`src/rtl/select_sequencer_pkg.sv`:
```
// Shared definitions for the select-code scan sequencer: mode encodings,
// FSM state constants and default widths.
package select_seq_pkg;

    localparam int SEL_WIDTH_DEF  = 4;
    localparam int HOLD_WIDTH_DEF = 8;

    typedef logic [1:0] mode_t;

    localparam mode_t MODE_UP       = 2'b00;
    localparam mode_t MODE_DOWN     = 2'b01;
    localparam mode_t MODE_PINGPONG = 2'b10;
    localparam mode_t MODE_SINGLE   = 2'b11;

    typedef logic [0:0] state_t;

    localparam state_t ST_IDLE = 1'b0;
    localparam state_t ST_RUN  = 1'b1;

endpackage

```
`src/rtl/select_sequencer_if.sv`:
```
// Command/status bundle between a scan controller and the select sequencer.
interface select_sequencer_if #(
    parameter int SEL_WIDTH  = 4,
    parameter int HOLD_WIDTH = 8
);
    logic                  start;
    logic                  stop;
    logic [1:0]            mode;
    logic [SEL_WIDTH-1:0]  first;
    logic [SEL_WIDTH-1:0]  last;
    logic [HOLD_WIDTH-1:0] hold;
    logic [SEL_WIDTH-1:0]  select;
    logic                  busy;
    logic                  step;
    logic                  done;

    modport master (
        output start, stop, mode, first, last, hold,
        input  select, busy, step, done
    );

    modport slave (
        input  start, stop, mode, first, last, hold,
        output select, busy, step, done
    );
endinterface

```
`src/rtl/select_sequencer_hold_timer.sv`:
```
// Loadable down-counter; expire is high whenever the count sits at zero.
module hold_timer #(
    parameter int WIDTH = 8
) (
    input  logic             clk,
    input  logic             rst,
    input  logic             load,
    input  logic [WIDTH-1:0] load_value,
    output logic             expire
);

    localparam logic [WIDTH-1:0] ONE = {{(WIDTH-1){1'b0}}, 1'b1};

    logic [WIDTH-1:0] count_q;
    logic [WIDTH-1:0] count_d;

    always_comb begin
        count_d = count_q;
        if (load) begin
            count_d = load_value;
        end else if (count_q != '0) begin
            count_d = count_q - ONE;
        end
    end

    always_ff @(posedge clk) begin
        if (rst) begin
            count_q <= '0;
        end else begin
            count_q <= count_d;
        end
    end

    assign expire = (count_q == '0);

endmodule

```
`src/rtl/select_sequencer.sv`:
```
// Scan sequencer: steps the decoder select code through a latched range in
// one of four modes, holding each value for a programmable number of cycles.
module select_sequencer
    import select_seq_pkg::*;
#(
    parameter int SEL_WIDTH  = SEL_WIDTH_DEF,
    parameter int HOLD_WIDTH = HOLD_WIDTH_DEF
) (
    input  logic              clk,
    input  logic              rst,
    select_sequencer_if.slave bus
);

    localparam logic [SEL_WIDTH-1:0]  SEL_ONE  = {{(SEL_WIDTH-1){1'b0}}, 1'b1};
    localparam logic [HOLD_WIDTH-1:0] HOLD_ONE = {{(HOLD_WIDTH-1){1'b0}}, 1'b1};

    state_t                state_q,  state_d;
    mode_t                 mode_q,   mode_d;
    logic [SEL_WIDTH-1:0]  first_q,  first_d;
    logic [SEL_WIDTH-1:0]  last_q,   last_d;
    logic [HOLD_WIDTH-1:0] reload_q, reload_d;
    logic [SEL_WIDTH-1:0]  select_q, select_d;
    logic                  dir_q,    dir_d;
    logic                  step_q,   step_d;
    logic                  done_q,   done_d;

    logic                  timer_load;
    logic [HOLD_WIDTH-1:0] timer_value;
    logic                  timer_expire;
    logic [HOLD_WIDTH-1:0] start_reload;

    logic [SEL_WIDTH-1:0]  next_code;
    logic                  next_dir;
    logic                  next_step;
    logic                  next_done;

    // Hold of zero behaves like one, so the timer reload is max(hold,1)-1.
    assign start_reload = (bus.hold == '0) ? '0 : (bus.hold - HOLD_ONE);

    hold_timer #(
        .WIDTH (HOLD_WIDTH)
    ) u_hold_timer (
        .clk        (clk),
        .rst        (rst),
        .load       (timer_load),
        .load_value (timer_value),
        .expire     (timer_expire)
    );

    // Successor of the current code once its hold has run out; all index
    // arithmetic wraps naturally at the select width.
    always_comb begin
        next_code = select_q;
        next_dir  = dir_q;
        next_step = 1'b1;
        next_done = 1'b0;
        case (mode_q)
            MODE_UP: begin
                next_code = (select_q == last_q) ? first_q : (select_q + SEL_ONE);
            end
            MODE_DOWN: begin
                next_code = (select_q == first_q) ? last_q : (select_q - SEL_ONE);
            end
            MODE_PINGPONG: begin
                if (first_q == last_q) begin
                    next_step = 1'b0;
                end else if (!dir_q) begin
                    if (select_q == last_q) begin
                        next_code = select_q - SEL_ONE;
                        next_dir  = 1'b1;
                    end else begin
                        next_code = select_q + SEL_ONE;
                    end
                end else begin
                    if (select_q == first_q) begin
                        next_code = select_q + SEL_ONE;
                        next_dir  = 1'b0;
                    end else begin
                        next_code = select_q - SEL_ONE;
                    end
                end
            end
            default: begin
                if (select_q == last_q) begin
                    next_step = 1'b0;
                    next_done = 1'b1;
                end else begin
                    next_code = select_q + SEL_ONE;
                end
            end
        endcase
    end

    always_comb begin
        state_d     = state_q;
        mode_d      = mode_q;
        first_d     = first_q;
        last_d      = last_q;
        reload_d    = reload_q;
        select_d    = select_q;
        dir_d       = dir_q;
        step_d      = 1'b0;
        done_d      = 1'b0;
        timer_load  = 1'b0;
        timer_value = reload_q;

        case (state_q)
            ST_IDLE: begin
                if (bus.start && !bus.stop) begin
                    state_d     = ST_RUN;
                    mode_d      = bus.mode;
                    first_d     = bus.first;
                    last_d      = bus.last;
                    reload_d    = start_reload;
                    select_d    = (bus.mode == MODE_DOWN) ? bus.last : bus.first;
                    dir_d       = 1'b0;
                    step_d      = 1'b1;
                    timer_load  = 1'b1;
                    timer_value = start_reload;
                end
            end
            default: begin
                // Stop outranks a coincident expiry: no advance, no pulses.
                if (bus.stop) begin
                    state_d = ST_IDLE;
                end else if (timer_expire) begin
                    timer_load = 1'b1;
                    select_d   = next_code;
                    dir_d      = next_dir;
                    step_d     = next_step;
                    done_d     = next_done;
                    if (next_done) begin
                        state_d = ST_IDLE;
                    end
                end
            end
        endcase
    end

    always_ff @(posedge clk) begin
        if (rst) begin
            state_q  <= ST_IDLE;
            mode_q   <= MODE_UP;
            first_q  <= '0;
            last_q   <= '0;
            reload_q <= '0;
            select_q <= '0;
            dir_q    <= 1'b0;
            step_q   <= 1'b0;
            done_q   <= 1'b0;
        end else begin
            state_q  <= state_d;
            mode_q   <= mode_d;
            first_q  <= first_d;
            last_q   <= last_d;
            reload_q <= reload_d;
            select_q <= select_d;
            dir_q    <= dir_d;
            step_q   <= step_d;
            done_q   <= done_d;
        end
    end

    assign bus.select = select_q;
    assign bus.busy   = (state_q == ST_RUN);
    assign bus.step   = step_q;
    assign bus.done   = done_q;

endmodule

```
`src/flat_wrapper.sv`:
```
// flat-port wrapper written by rule: the top's interface ports become plain ports
module select_sequencer_flat import select_seq_pkg::*;
#(
    parameter int SEL_WIDTH  = SEL_WIDTH_DEF,
    parameter int HOLD_WIDTH = HOLD_WIDTH_DEF
)
  (clk, rst, bus_start, bus_stop, bus_mode, bus_first, bus_last, bus_hold, bus_select, bus_busy, bus_step, bus_done);
  select_sequencer_if #(.SEL_WIDTH(SEL_WIDTH), .HOLD_WIDTH(HOLD_WIDTH)) bus_i ();
  input  logic clk;
  input  logic rst;
  input wire logic [$bits(bus_i.start)-1:0] bus_start;
  input wire logic [$bits(bus_i.stop)-1:0] bus_stop;
  input wire logic [$bits(bus_i.mode)-1:0] bus_mode;
  input wire logic [$bits(bus_i.first)-1:0] bus_first;
  input wire logic [$bits(bus_i.last)-1:0] bus_last;
  input wire logic [$bits(bus_i.hold)-1:0] bus_hold;
  output wire logic [$bits(bus_i.select)-1:0] bus_select;
  output wire logic [$bits(bus_i.busy)-1:0] bus_busy;
  output wire logic [$bits(bus_i.step)-1:0] bus_step;
  output wire logic [$bits(bus_i.done)-1:0] bus_done;
  assign bus_i.start = bus_start;
  assign bus_i.stop = bus_stop;
  assign bus_i.mode = bus_mode;
  assign bus_i.first = bus_first;
  assign bus_i.last = bus_last;
  assign bus_i.hold = bus_hold;
  assign bus_select = bus_i.select;
  assign bus_busy = bus_i.busy;
  assign bus_step = bus_i.step;
  assign bus_done = bus_i.done;
  select_sequencer #(.SEL_WIDTH(SEL_WIDTH), .HOLD_WIDTH(HOLD_WIDTH)) u_core (.clk(clk), .rst(rst), .bus(bus_i));
endmodule
```
`config.mk`:
```
export PLATFORM = sky130hd
export DESIGN_NAME = select_sequencer_flat
export DESIGN_NICKNAME = d
export VERILOG_FILES = /design/src/rtl/select_sequencer_pkg.sv /design/src/rtl/select_sequencer_if.sv /design/src/rtl/select_sequencer_hold_timer.sv /design/src/rtl/select_sequencer.sv /design/src/flat_wrapper.sv
export SDC_FILE = /design/constraint.sdc
export NUM_CORES = 1
export LEC_CHECK = 0
export BUFFER_PORTS_ARGS = -buffer_cell sky130_fd_sc_hd__buf_2
export CAP_MARGIN = 20
export CORE_MARGIN = 4
export CORE_UTILIZATION = 30
export DETAILED_ROUTE_END_ITERATION = 8
export PLACE_DENSITY = 0.56
export REMOVE_ABC_BUFFERS = 1
export SLEW_MARGIN = 30
export SYNTH_ARGS = -nofsm -noshare
export SYNTH_HDL_FRONTEND = slang
export SYNTH_SLANG_ARGS = --single-unit
```
`constraint.sdc`:
```
create_clock -name clk -period 4.5 [get_ports clk]
set_input_delay 0 -clock clk [delete_from_list [all_inputs] [get_ports clk]]
set_output_delay 0 -clock clk [all_outputs]
set_load 0.005 [all_outputs]
```
# After elaboration in Yosys (flattened, before gate mapping)
# Cells that the tools add are included.
[op_classes]
muxes = 42
n_addsub = 4
n_eq_ne = 12
n_bitwise = 2
reduce_logical = 14
[op_table]
columns = ["operator", "count"]
rows = [
  ["two-way mux 4 bit", 12],
  ["two-way mux 8 bit", 5],
  ["two-way mux 1 bit", 23],
  ["logical NOT 8 bit", 2],
  ["subtractor 8 x 1 -> 8 bit (second input constant)", 2],
  ["equality test 4 bit", 3],
  ["case mux 4 bit (3 select lines)", 1],
  ["AND reduction 5 bit", 2],
  ["inequality test 2 bit (second input constant)", 4],
  ["nonzero test 8 bit", 1],
  ["inequality test 5 bit (second input constant)", 1],
  ["adder 4 x 1 -> 4 bit (second input constant)", 1],
  ["equality test 2 x 1 -> 1 bit (second input constant)", 2],
  ["nonzero test 2 bit", 2],
  ["OR reduction 4 bit", 1],
  ["subtractor 4 x 1 -> 4 bit (second input constant)", 1],
  ["inequality test 3 bit (second input constant)", 1],
  ["OR reduction 3 bit", 1],
  ["equality test 2 bit (second input constant)", 1],
  ["logical NOT 2 bit", 1],
  ["inverter 1 bit", 2],
  ["case mux 1 bit (2 select lines)", 1],
  ["AND reduction 2 bit", 1],
  ["OR reduction 2 bit", 1],
  ["2 further kinds", 2],
]
[word_totals]
elab_cells = 84
out_inout_bits = 7
ff_bits = 34
input_bits = 22

# Logic depth before layout (Yosys ltp)
[logic_depth]
ltp_word = 8
depth_mapped = 9
depth_no_buf = 8

# Modules after synthesis
# A second synthesis with hierarchy kept.
[hier_totals]
cells_unflattened = 274
area_unflattened_um2 = 2258.4
[by_module_without_submodules]
columns = ["module", "area_per_inst_um2", "instances", "seq_area_each_um2", "cells_each"]
rows = [
  ["select_sequencer", 1783.0, 1, 520.5, 221],
  ["hold_timer", 475.5, 1, 160.2, 53],
]

# Worst setup path after synthesis
# OpenSTA, ideal clock, no wires.
[synth_timing]
path_type = "flip-flop to flip-flop"
startpoint = "reg u_core.u_hold_timer.count_q[3]"
endpoint = "reg u_core.select_q[3], in the netlist u_core.bus.select[3]"
path_buffers = 1
setup_slack_ps = 2112
period_less_slack_ps = 2388
path_stages_with_launch = 8
setup_time_ps = 79
arrival_ps = 2309
path_cell_list = "dfxtp_1 -> or4_4 -> or4_1 -> buf_2 -> o21ai_4 -> nand3_4 -> or4_1 -> o211ai_1"
[synth_between]
elab_chain_cells = 3
[synth_lines]
columns = ["element", "line_no", "rtl"]
rows = [
  ["start: declaration", "select_sequencer_hold_timer.sv:14", "logic [WIDTH-1:0] count_q;"],
  ["start signal: assignment", "select_sequencer_hold_timer.sv:30", "count_q <= count_d;"],
  ["logical NOT 8 bit", "select_sequencer_hold_timer.sv:34", "assign expire = (count_q == '0);"],
  ["inequality test 2 bit (no line)", "--", ""],
  ["AND reduction 5 bit (no line)", "--", ""],
  ["end signal: assignment", "select_sequencer.sv:157", "select_q <= select_d;"],
  ["end: declaration", "select_sequencer.sv:22", "logic [SEL_WIDTH-1:0] select_q, select_d;"],
]
# Every way passes these cells.
# A chain may end at the register's enable or synchronous reset.

# Worst setup path after layout
[layout_timing]
startpoint = "reg u_core.state_q, in the netlist u_core.bus.busy"
endpoint = "reg u_core.select_q[3], in the netlist u_core.bus.select[3]"
[layout_between]
elab_chain_cells = 2
elab_cells_between_ends = 7
[layout_lines]
columns = ["element", "line_no", "rtl"]
rows = [
  ["start: declaration", "select_sequencer.sv:17", "state_t state_q, state_d;"],
  ["start signal: assignment", "select_sequencer.sv:152", "state_q <= state_d;"],
  ["inequality test 5 bit (no line) (tied with other cells)", "--", ""],
  ["AND reduction 5 bit (no line)", "--", ""],
]
# Several ways; a longest one is shown, not always the timed one.

==> results.yml <==
synth:
  synth_top_family_by_area: "simple AND/OR/NAND/NOR gates"
  yosysUniqueCellTypes: 48
  yosysTopAreaCell: "dfxtp_1"
  yosysTopAreaCellShare: 0.302
  synth-compound-area-share: 0.214
  async_flop_share: 0
  synth_edf_count: 0
  ys.flop_type: "dfxtp_1"
  synth_cells: 288
  synthAdderAreaFrac: 0.0556
  yosys.cell_count.top_type: "nand2_1"
  synth-xor-area-share: 0.0894
  ys_top_cells_by_area: "dfxtp_1 (30%), nand2_1 (6.2%), ha_1 (5.6%)"
  syn_area_um2: 2250
  ys_seq_elements: 34
  synth_simple_gate_area_share: 0.242
  syn_avg_cell_area_um2: 7.82
  muxShareOfSynthArea: 0.0450
  ys_top_cells_by_count: "nand2_1 (37), dfxtp_1 (34), nor2_1 (25), a21oi_1 (24), clkbuf_1 (15)"
  yosysSeqAreaShare: 0.302
  yosys_warnings: 0
critical_path:
  cp_data_required_time_ns: 4.71
  critical_path_peak_fanout: 11
  crit_buf_inv: 1
  crit_path_frequent_cell: "or4_1"
  cp_slowest_stage_delay_ns: 0.70
  critical_path.cell_chain: "inv_1 -> or4_1 -> o21ai_4 -> nand3_4 -> or4_1 -> o211ai_1"
  end_kind: "register"
  critPathSlowestCell: "or4_1"
  r2r_slack_ns: 1.85
  cp_top_family: "simple AND/OR/NAND/NOR gates"
  crit_type: "reg -> reg"
  cp.arrival_ns: 2.86
  cp-start-kind: "register"
floorplanning:
  initial_core_util: 0.309
  fp.dieArea_um2: 8960
  ioPinCount: 29
  core_um2: 7290
  row_count: 31
  die-width_um: 94.6
  fp.dieH_um: 94.6
timing:
  slew_violations: 0
  fin_crit_ns: 2.65
  finalCritPeriodShare: 0.589
  relSlewSlack: 0.463
  finalSetupViolations: 0
  clock.fmax_mhz: 377
  finClkSkew_ns: 0.00680
  setup_tns_ns: 0
  hold_ws_ns: 0.0347
  rsz0062_at_grt: "false"
  layout_setup_ws_ns: 1.85
  hold_viol_final: 0
  tightest_slew_ns: 0.798
grt:
  overflow: 0
  grt_pass1_wl_um: 9270
  antenna_found_initial: 0
  first_global_vias: 1972
  grt_max_degree: 37
  track_usage: 0.132
pwr:
  peakVddDrop_uv: 154
  leakagePower_nw: 0.985
  p_total_w: 0.000998
  power_density_nw_per_um2: 379
layout:
  fillers: 817
  design_area_um2: 2640
  syn_to_final_growth_pct: 17.1
  fin_nets: 348
  drive_gt1_frac: 0.133
  num_antenna_cells: 0
clock_network:
  cts_resized: 0
  cts_buffers: 5
  clockRootBuffer: "clkbuf_8"
  path_clk_slew_ns: 0.07
  ctsLongestPathBuffers: 2
  htreeDepth: 2
  post_cts_buffers: 0
  cts_tree: "yes"
  cts.sinks: 34
  clkLatencyLatePin_ns: 0.29
detailed_routing:
  via_per_inst: 5.18
  route.detailed.drc: 0
  wl_per_cell_um: 14.0
  wirelength_um: 5810
  first_iter_violations: 91
  num_vias: 2151
  ant_nets: 0
  dr.pass1.iters: 4
placed_design:
  place_hpwl_um: 4360
  io_buffer_count: 28
  dpl_cell_area_um2: 2450
  pre_cts_slack_ns: 1.89
  gp_congestion: 0.885
run_status:
  status: "completed"
job:
  maxCapViolCount: 0
hold_path:
  hp-class: "in -> reg"
==> flip-flops by register name, summed over array words and instances, names as in the netlist <==
signal / count
u_core.bus.busy: 1
u_core.bus.done: 1
u_core.bus.select: 4
u_core.bus.step: 1
u_core.dir_q: 1
u_core.first_q: 4
u_core.last_q: 4
u_core.mode_q: 2
u_core.reload_q: 8
u_core.u_hold_timer.count_q: 8
==> worst paths after layout <==
path	from	to	depth (start not counted)
worst max-delay path	u_core.bus.busy	u_core.bus.select[3]	6
worst min-delay path	bus_start	u_core.bus.busy	3
worst max register to register	u_core.bus.busy	u_core.bus.select[3]	6
worst min register to register	u_core.reload_q[7]	u_core.reload_q[7]	2
==> logic make-up after synthesis <==
group / after synthesis
DFF: 34
adders and majority gates: 10
buffers and inverters: 31
muxes: 10
and+or+nand+nor: 108
AOI/OAI and AO/OA: 72
xor gates and xnor gates: 23
==> per-layer routing <==
metal | part of all wire | GRT usage
met1 | 0.45 | 0.163
met4 | 0.013 | 0.0553
met2 | 0.50 | 0.222
met3 | 0.041 | 0.0279
met5 | 0 | 0
==> tightest hold or removal path: cells and delay by family <==
kind,cells,cell delay (ns)
AND/OR/NAND/NOR,1,0.12
buffers and inverters,1,0.09
AO/OA/AOI/OAI,1,0.07
==> final cells by class <==
cell class              instances  area [µm²]  share of cell area
multi-input cells             223        1460               0.555
flip-flops and latches         34         681               0.258
repair buffers                 38         240              0.0911
well taps                      99         124              0.0470
clock buffers                   7        76.3              0.0289
inverters                      14        52.6              0.0199
==> power by group <==
part           switching, W  internal, W  leakage, nW
combinational      0.000213     0.000178        0.668
sequential        0.0000548     0.000344        0.279
clock              0.000102     0.000106       0.0383
total              0.000370     0.000628        0.985
==> through the flow <==
stage	util	std cells
final	0.362	415
after global routing	0.362	415
after CTS	0.360	415
after detailed placement	0.336	398
after global placement	0.336	398
after floorplan	-	271
==> repair_timing <==
| action | 4_1_cts | 5_1_grt |
|---|---|---|
| setup endpoints to repair | 0 | 0 |
| endpoints found under the hold margin | 10 | 0 |
| hold buffers | 10 | 0 |
==> placed cells by master (no fill, tap or decap), drive strengths merged, types with 2 or more instances in the layout <==
| cell type | instances |
|---|---|
| a2111o | 2 |
| a221oi | 4 |
| nor2 | 25 |
| clkbuf | 7 |
| a2111oi | 2 |
| nand3 | 3 |
| a211o | 2 |
| or3 | 2 |
| dlygate4sd3 | 10 |
| o31ai | 2 |
| a31oi | 5 |
| a21o | 2 |
| dfxtp | 34 |
| or4 | 8 |
| nand4 | 2 |
| nor3 | 11 |
| nor4 | 4 |
| a21boi | 2 |
| xnor2 | 14 |
| inv | 14 |
| ha | 10 |
| nor2b | 7 |
| nand2 | 37 |
| nand2b | 3 |
| xor2 | 9 |
| o211ai | 2 |
| a21oi | 24 |
| nand3b | 2 |
| o21ai | 10 |
| a211oi | 8 |
| mux2i | 9 |
| buf | 28 |
No activity file was read; power rests on OpenSTA's default activity.
